File: config.mk
export PLATFORM = sky130hd
export DESIGN_NAME = relock_scan_ctrl
export DESIGN_NICKNAME = d
export VERILOG_FILES = /design/src/rtl/relock_scan_ctrl.sv
export SDC_FILE = /design/constraint.sdc
export NUM_CORES = 1
export LEC_CHECK = 0
export CORE_UTILIZATION = 50
export DETAILED_ROUTE_END_ITERATION = 7
export GPL_TIMING_DRIVEN = 0
export PLACE_DENSITY_LB_ADDON = 0.15
export SLEW_MARGIN = 40
export SYNTH_ARGS = -nofsm -noshare
export SYNTH_HDL_FRONTEND = slang
export SYNTH_SLANG_ARGS = --single-unit
File: constraint.sdc
create_clock -name clk -period 4.5 [get_ports clk]
set_input_delay 0.675 -clock clk [delete_from_list [all_inputs] [get_ports clk]]
set_output_delay 0.675 -clock clk [all_outputs]
set_load 0.01 [all_outputs]
File: src/rtl/relock_scan_ctrl.sv
// Relock search controller: widens a scan window around the last known ramp
// centre until the loop reports lock, confirms the lock for lock_hold cycles,
// and gives up after max_retries full sweeps.
module relock_scan_ctrl #(
  parameter int R  = 14,
  parameter int TW = 8,
  parameter int LW = 10,
  parameter int NW = 4
) (
  input  logic                clk,
  input  logic                rst,
  input  logic                relock_on,
  input  logic                out_of_lock,
  input  logic signed [R-1:0] ramp_A,
  input  logic                ramp_trigger_in,
  input  logic                reset,
  input  logic [R-2:0]        step_min,
  input  logic [R-2:0]        step_max,
  input  logic                grow_mode,
  input  logic [TW-1:0]       settle_len,
  input  logic [LW-1:0]       lock_hold,
  input  logic [NW-1:0]       max_retries,
  output logic signed [R-1:0] new_low_lim,
  output logic signed [R-1:0] new_hig_lim,
  output logic                run_ramp,
  output logic                freeze_pids,
  output logic [2:0]          state,
  output logic [NW-1:0]       retry_cnt,
  output logic                relock_fail,
  output logic                relock_ok
);

  typedef enum logic [2:0] {
    IDLE     = 3'd0,
    SET_SIZE = 3'd1,
    SETTLE   = 3'd2,
    SCAN     = 3'd3,
    CONFIRM  = 3'd4,
    SUCCESS  = 3'd5,
    FAIL     = 3'd6,
    ILLEGAL  = 3'd7
  } st_e;

  localparam logic signed [R:0] SAT_MAX = {2'b00, {(R-1){1'b1}}};
  localparam logic signed [R:0] SAT_MIN = {2'b11, {(R-1){1'b0}}};

  st_e                st_q, st_d;
  logic [R-2:0]       size_q, size_d;
  logic signed [R-1:0] ctr_q, ctr_d;
  logic               first_q, first_d;
  logic [TW-1:0]      st_cnt_q, st_cnt_d;
  logic [LW-1:0]      lk_cnt_q, lk_cnt_d;
  logic [NW-1:0]      retry_q, retry_d;
  logic               trg_r1_q, trg_r2_q;
  logic               trig;

  logic [R-2:0]       eff_min, eff_max, size_grow;
  logic [R-1:0]       grow_w;
  logic signed [R:0]  lo_w, hi_w;

  // A zero step_min would stall the sweep, so the floor is 1; step_max never
  // drops below the effective minimum.
  assign eff_min = (step_min == '0) ? (R-1)'(1) : step_min;
  assign eff_max = (step_max > eff_min) ? step_max : eff_min;

  // Next half-span, formed one bit wider so doubling/adding cannot wrap.
  assign grow_w    = grow_mode ? ({1'b0, size_q} + {1'b0, eff_min}) : {size_q, 1'b0};
  assign size_grow = (grow_w > {1'b0, eff_max}) ? eff_max : grow_w[R-2:0];

  // End-of-scan marker: rising edge of the registered trigger input.
  assign trig = trg_r1_q & ~trg_r2_q;

  function automatic logic [R-1:0] sat(input logic signed [R:0] v);
    if (v > SAT_MAX)      sat = SAT_MAX[R-1:0];
    else if (v < SAT_MIN) sat = SAT_MIN[R-1:0];
    else                  sat = v[R-1:0];
  endfunction

  // Scan limits around the frozen centre, clamped to the signed R-bit range.
  always_comb begin
    lo_w        = {ctr_q[R-1], ctr_q} - $signed({2'b00, size_q});
    hi_w        = {ctr_q[R-1], ctr_q} + $signed({2'b00, size_q});
    new_low_lim = sat(lo_w);
    new_hig_lim = sat(hi_w);
  end

  // Next-state and datapath updates for the search sequence.
  always_comb begin
    st_d     = st_q;
    size_d   = size_q;
    ctr_d    = ctr_q;
    first_d  = first_q;
    st_cnt_d = st_cnt_q;
    lk_cnt_d = lk_cnt_q;
    retry_d  = retry_q;
    case (st_q)
      IDLE: begin
        ctr_d    = ramp_A;
        size_d   = eff_min;
        first_d  = 1'b1;
        st_cnt_d = '0;
        lk_cnt_d = '0;
        retry_d  = '0;
        if (relock_on && out_of_lock) st_d = SET_SIZE;
      end
      SET_SIZE: begin
        // The first pass of each sweep scans at the initial span unchanged.
        if (first_q) first_d = 1'b0;
        else         size_d  = size_grow;
        st_cnt_d = '0;
        st_d     = SETTLE;
      end
      SETTLE: begin
        if (st_cnt_q == settle_len) st_d = SCAN;
        else                        st_cnt_d = st_cnt_q + 1'b1;
      end
      SCAN: begin
        if (!out_of_lock) begin
          lk_cnt_d = '0;
          st_d     = CONFIRM;
        end else if (trig) begin
          if (size_q < eff_max) begin
            st_d = SET_SIZE;
          end else if (retry_q < max_retries) begin
            retry_d = retry_q + 1'b1;
            size_d  = eff_min;
            first_d = 1'b1;
            st_d    = SET_SIZE;
          end else begin
            st_d = FAIL;
          end
        end
      end
      CONFIRM: begin
        if (out_of_lock) begin
          lk_cnt_d = '0;
          st_d     = SCAN;
        end else if (lk_cnt_q == lock_hold) begin
          st_d = SUCCESS;
        end else begin
          lk_cnt_d = lk_cnt_q + 1'b1;
        end
      end
      SUCCESS: st_d = IDLE;
      FAIL:    if (reset || !relock_on) st_d = IDLE;
      default: st_d = IDLE;
    endcase
    // Dropping relock_on aborts an active search immediately.
    if (!relock_on && (st_q inside {SET_SIZE, SETTLE, SCAN, CONFIRM})) st_d = IDLE;
  end

  // State and datapath registers.
  always_ff @(posedge clk or posedge rst) begin
    if (rst) begin
      st_q     <= IDLE;
      size_q   <= '0;
      ctr_q    <= '0;
      first_q  <= 1'b1;
      st_cnt_q <= '0;
      lk_cnt_q <= '0;
      retry_q  <= '0;
      trg_r1_q <= 1'b0;
      trg_r2_q <= 1'b0;
    end else begin
      st_q     <= st_d;
      size_q   <= size_d;
      ctr_q    <= ctr_d;
      first_q  <= first_d;
      st_cnt_q <= st_cnt_d;
      lk_cnt_q <= lk_cnt_d;
      retry_q  <= retry_d;
      trg_r1_q <= ramp_trigger_in;
      trg_r2_q <= trg_r1_q;
    end
  end

  // Control outputs decoded straight from the state register.
  assign state       = st_q;
  assign retry_cnt   = retry_q;
  assign run_ramp    = st_q inside {SET_SIZE, SETTLE, SCAN};
  assign freeze_pids = st_q inside {SET_SIZE, SETTLE, SCAN, FAIL};
  assign relock_fail = (st_q == FAIL);
  assign relock_ok   = (st_q == SUCCESS);

endmodule

=== Yosys cells after proc, flatten, opt, wreduce, memory -nomap -nowiden ===
Cells that the tools add are included.

* Input port bits: 69
* Bits in registers: 55
* Logic and storage cells: 107
* Output and inout bits: 39

* Muxes and demuxes: 41
* Order comparisons: 8
* Add/subtract/negate cells: 6
* Reduce and logical (&&, ||, !) cells: 20
* Eq/ne operators: 21
* Bitwise logic cells: 2

{| class="wikitable"
|+ Operator list
! operator !! number
|-
| $mux 13 || 8
|-
| $mux 14 || 5
|-
| $pmux 13 s3 || 1
|-
| $gt 15x14->1 const B || 2
|-
| $lt 15x14->1 const B || 2
|-
| $mux 10 || 3
|-
| $mux 3 || 10
|-
| $pmux 10 s3 || 1
|-
| $pmux 3 s6 || 1
|-
| $mux 4 || 4
|-
| $pmux 8 s2 || 1
|-
| $add 14x14->15 || 1
|-
| $reduce_and 5->1 || 3
|-
| $sub 14x14->15 || 1
|-
| $add 13x13->14 || 1
|-
| $gt 14x13->1 || 1
|-
| $ne 2x2->1 const B || 7
|-
| $gt 13x13->1 || 1
|-
| $logic_not 13->1 || 1
|-
| $lt 13x13->1 || 1
|-
| $add 10x1->10 const B || 1
|-
| $eq 10x10->1 || 1
|-
| $eq 3x3->1 const B || 3
|-
| $reduce_bool 3->1 || 3
|-
| other kinds (26) || 35
|}

=== Logic depth before layout (Yosys ltp) ===
* Word-level depth: 10
* Gate-level depth with buffers: 20
* Mapped depth without buffers: 19

=== Worst setup path before layout ===
Ideal clock, no wire load.

* Path kind: in2reg
* From: input step_min[8]
* To: register size_q[3]
* Buffers on the path: 0
* Data arrival time: 4.359 ns
* Data required time: 4.365 ns
* Path slack: 0.006 ns
* Cell stages on the path: 19
* Cells stage by stage: nor3_1 > a41oi_1 > inv_1 > ha_1 > fa_1 > a211oi_1 > o21bai_1 > a41o_1 > a21oi_1 > xnor2_1 > a21o_1 > ha_1 > nand3_1 > nor4_1 > a311o_2 > o211ai_4 > mux2_2 > a222oi_1 > a31oi_1

* Word-level cells in the longest chain between the ends: 8

{| class="wikitable"
|+ Ends and longest elaborated chain
! item !! line !! source
|-
| from (decl) || 17 || <nowiki>input logic [R-2:0] step_min,</nowiki>
|-
| $logic_not 13->1 || 63 || <nowiki>assign eff_min = (step_min == '0) ? (R-1)'(1) : step_min;</nowiki>
|-
| $mux 13 (*) || 63 ||
|-
| $add 13x13->14 or $gt 13x13->1 (tied branches) || 67, 64 ||
|-
| $mux 14 or $mux 13 (tied branches) || 67, 64 ||
|-
| $gt 14x13->1 || 68 || <nowiki>assign size_grow = (grow_w > {1'b0, eff_max}) ? eff_max : grow_w[R-2:0];</nowiki>
|-
| $mux 13 || 68 ||
|-
| $mux 13 || 108 || <nowiki>if (first_q) first_d = 1'b0;</nowiki>
|-
| $pmux 13 s3 || 96 || <nowiki>case (st_q)</nowiki>
|-
| to (signal assigned) || 166 || <nowiki>size_q <= size_d;</nowiki>
|-
| to (decl) || 48 || <nowiki>logic [R-2:0] size_q, size_d;</nowiki>
|}

Mark *: on every way between the ends. The rest lies on a longest branch, timed or not. The select of a mux whose other input is x is not followed.
A chain may end at the register's enable or synchronous reset.

=== Worst setup path in the final report ===
* From: input step_min[10]
* To: register size_q[6]

Same word-level chain as after synthesis.

==> impl_results.md <==
- Status: finished, violations left
- Failing checks: negative setup slack
- Clk_lat worst skew: 0.31 ns
- Vias in the first global route: 6,431
- DRC viols: 0
- Antenna cells: 0
- Top cell type's share of synthesized area: 20.9%
- Yosys warnings: 0
- Static Leak: 3.85 nW
- Largest stage delay, worst path: 0.43 ns
- Commonest non-fill, non-tap cells in the layout: clkdlybuf4s50_1, ha_1, inv_1
- Final HPWL DP: 15,100 um
- Routed len/inst: 17.8 um
- Register area share after synthesis: 21.3%
- CTS max path bufs: 2
- Worst setup SP type: primary input
- Largest family of logic cells by synthesized area: compound AO/OA/AOI/OAI gates
- Final Worst Setup Slack: -0.321 ns
- Initial antenna violation count: 0
- Final setup violation count: 12
- Placed cell area: 7770 um^2
- Hold Fails Final Rpt: 0
- Port bufs: 106
- Drt first pass iters: 8
- Arr. time, crit path: 4.99 ns
- Sw Ratio: 48.3%
- CP Class: in -> reg
- Maxcap violations: 0
- Worst Tran Pin Value: 0.676 ns
- FF-to-FF setup slack: -0.11 ns
- Worst Path Required: 4.67 ns
- Total clock sinks: 55
- Commonest non-fill, non-tap cell in the layout: clkdlybuf4s50_1
- Hold Startpoint: trg_r1_q
- Slew margin rel.: 54.9%
- Area Overhead vs Synth: 32.9%
- CP Cell Sequence: buf_8 > nor3_4 > a41oi_2 > inv_2 > ha_4 > fa_2 > a211oi_4 > buf_4 > o21bai_1 > a21oi_1 > xor2_1 > mux2i_1 > ha_1 > nand2_1 > nor2_2 > o31ai_2 > a311o_2 > o211ai_4 > buf_6 > mux2_4 > a222oi_1 > a31oi_1
- Clock skew: 0.00538 ns
- Int Pwr: 3.83 mW
- Final Wtd Congestion: 0.903
- Worst r2r src: size_q[7]
- Worst VDD drop: 357 uV
- Min Tclk post-route: 4.82 ns
- Crit-path slowest cell: a311o_2
- First-pass GRT wire length: 31,300 um
- Final WL: 19,600 um
- Layout Nets: 1,080
- Seq pwr share: 11.2%
- Synth area leaders: dfrtp_1, ha_1, xnor2_1
- Max Fclk: 207 MHz
- Comb pwr share: 83.2%
- Vias per cell: 5.93
- Setup crit end kind: flop
- Row count: 41
- Hold WC Path Type: reg -> reg
- Starting density of the core: 51.2%
- Cell count after placement: 1,068
- Synth Register Bits: 55
- RSZ-0062 raised after global routing: yes
- Reg2Reg Depth: 17
- Post-synthesis compound-gate area fraction: 23.0%
- Largest area contributor in the netlist: dfrtp_1
- Final Max Slew Viols: 0
- Post-route setup TNS: -2.03 ns
- Clock-pin slew on the worst setup and hold paths: 0.08 ns
- PwrDens: 862 nW/um^2
- Die X: 116 um
- Cell Count, Final, Fillers Out: 1,098
- Final core occ: 68.1%
- R2r endpoint: size_q[6]
- Synth Area in XOR/XNOR: 7.58%
- Netlist cell types: 80
- GRT overflow: 0
- Core Box Area: 12,600 um^2
- Root Driver: clkbuf_16
- Fraction of registers with async set/reset: 100%
- Cell area after synthesis: 6470 um^2
- Die Ht: 116 um
- Mux contribution to synthesized area: 6.46%
- Share of total power in the clock network: 5.7%
- Worst path depth: 22
- CP bufs+invs: 4
- Period Utilization, post-route: 107%
- GR Util All Layers: 29.9%
- Die area: 13,400 um^2
- CP Max Fanout: 7
- Synth Instances: 789
- Routed vias: 6,506
- Cts bufs inserted: 5
- Hold Crit Endpoint: trg_r2_q
- Syn Area/Cell: 8.20 um^2
- Worst hold stages: 0
- Synth Area in Simple Gates: 17.9%
- Post-route cell area: 8600 um^2
- DR iter-0 viols: 469
- Synth Area in Adders: 17.1%
- I/O pins: 108
- Worst path top cell family by delay: compound AO/OA/AOI/OAI gates
- Htree depth: 2
- Post-synth top flop: dfrtp_1
- Share of cells above drive strength 1: 16.5%
- Dpl ws: -1.38 ns
- Largest net degree at the start of global routing: 38
- Worst Setup SP: step_min[10]
- NetSw: 3.58 mW
- Syn nets: 944
- Detail Route Antenna Nets: 0
- Post-synth EDFFs: 0
- CTS tree: built
==> worst reg2reg max path: stages (launching register included) <==
cell and delay (ns):
dfrtp_1 0.44, ha_1 0.30, or4_4 0.57, or3_1 0.37, o21ai_1 0.09, a211o_2 0.17, xor2_2 0.16, a21oi_2 0.09
ha_1 0.35, nand4_1 0.13, nor2_2 0.12, o31ai_2 0.09, a311o_2 0.43, o211ai_4 0.19, buf_6 0.16, mux2_4 0.29
a222oi_1 0.43, a31oi_1 0.09
==> power by group through the flow <==
stage | clock network, mW | logic (mW) | registers (mW)
after floorplan | 0 | 3.58 | 0.779
final | 0.419 | 6.16 | 0.827
after detailed placement | 0 | 5.54 | 0.848
after global placement | 0 | 5.43 | 0.839
after CTS | 0.436 | 5.90 | 0.823
after global routing | 0.450 | 6.72 | 0.846
==> cells by family after synthesis <==
logic type,count (synthesis)
AO/OA/AOI/OAI,219
adder cells (fa/ha/maj),87
XOR/XNOR,56
buffers and inverters,106
multiplexers,39
AND/OR/NAND/NOR,227
flip-flops,55
==> sequential cells by signal, summed over array words and instances, names as in the netlist <==
register / flops
state: 3
retry_cnt: 4
first_q: 1
ctr_q: 14
st_cnt_q: 8
trg_r2_q: 1
size_q: 13
lk_cnt_q: 10
trg_r1_q: 1
==> how the worst max path moves through the flow <==
| stage | endpoint | slack (ns) |
|---|---|---|
| floorplan | size_q[3] | 0.006 |
| global placement | size_q[1] | -1.28 |
| detailed placement | size_q[6] | -1.38 |
| CTS | size_q[5] | -0.05 |
| global route | size_q[6] | -0.43 |
| finish | size_q[6] | -0.32 |
==> routing by layer <==
layer / global-route usage, % / wire [um]
met5: 0 / 0
met4: 10.1 / 482
met3: 2.98 / 751
met2: 53.3 / 9660
met1: 37.7 / 8660
==> Yosys cell counts (5+ instances only) <==
cell	instances
nor4_1	8
nor3_1	15
clkbuf_1	31
nor2b_1	10
o21bai_1	6
dfrtp_1	54
a21boi_0	11
a222oi_1	8
or3_1	7
nand2b_1	12
xor2_1	16
o31ai_1	8
nand4_1	12
and2_1	7
ha_1	83
a21o_1	15
nor2_1	62
o21a_1	5
a211oi_1	9
inv_1	65
a21oi_1	43
mux2_2	21
mux2i_1	17
nand3_1	19
xnor2_1	40
nand2_1	44
o21ai_0	52
and3_1	10
a31oi_1	12
==> through the flow <==
step	hold WS (ns)	total power, mW
floorplan	0.347	4.36
global placement	0.355	6.27
detailed placement	0.360	6.39
CTS	0.378	7.16
global route	0.391	8.02
finish	0.377	7.41
==> final cells by class <==
type / instances / area, um^2
flip-flops and latches: 55 / 1380
well taps: 172 / 215
fillers: 1072 / 4020
clock buffers: 5 / 125
plain buffers: 36 / 193
multi-input cells: 628 / 5050
repair buffers: 133 / 1350
inverters: 66 / 250
clock inverters: 3 / 27.5
==> timing repair <==
action                     CTS  global route
setup buffers               16             8
hold buffers                 0             0
gates cloned                 2             0
setup endpoints to repair   45            42
gates resized for setup    148            57
pin swaps                   40            27
Note: power is estimated with default switching activity, not from simulation.
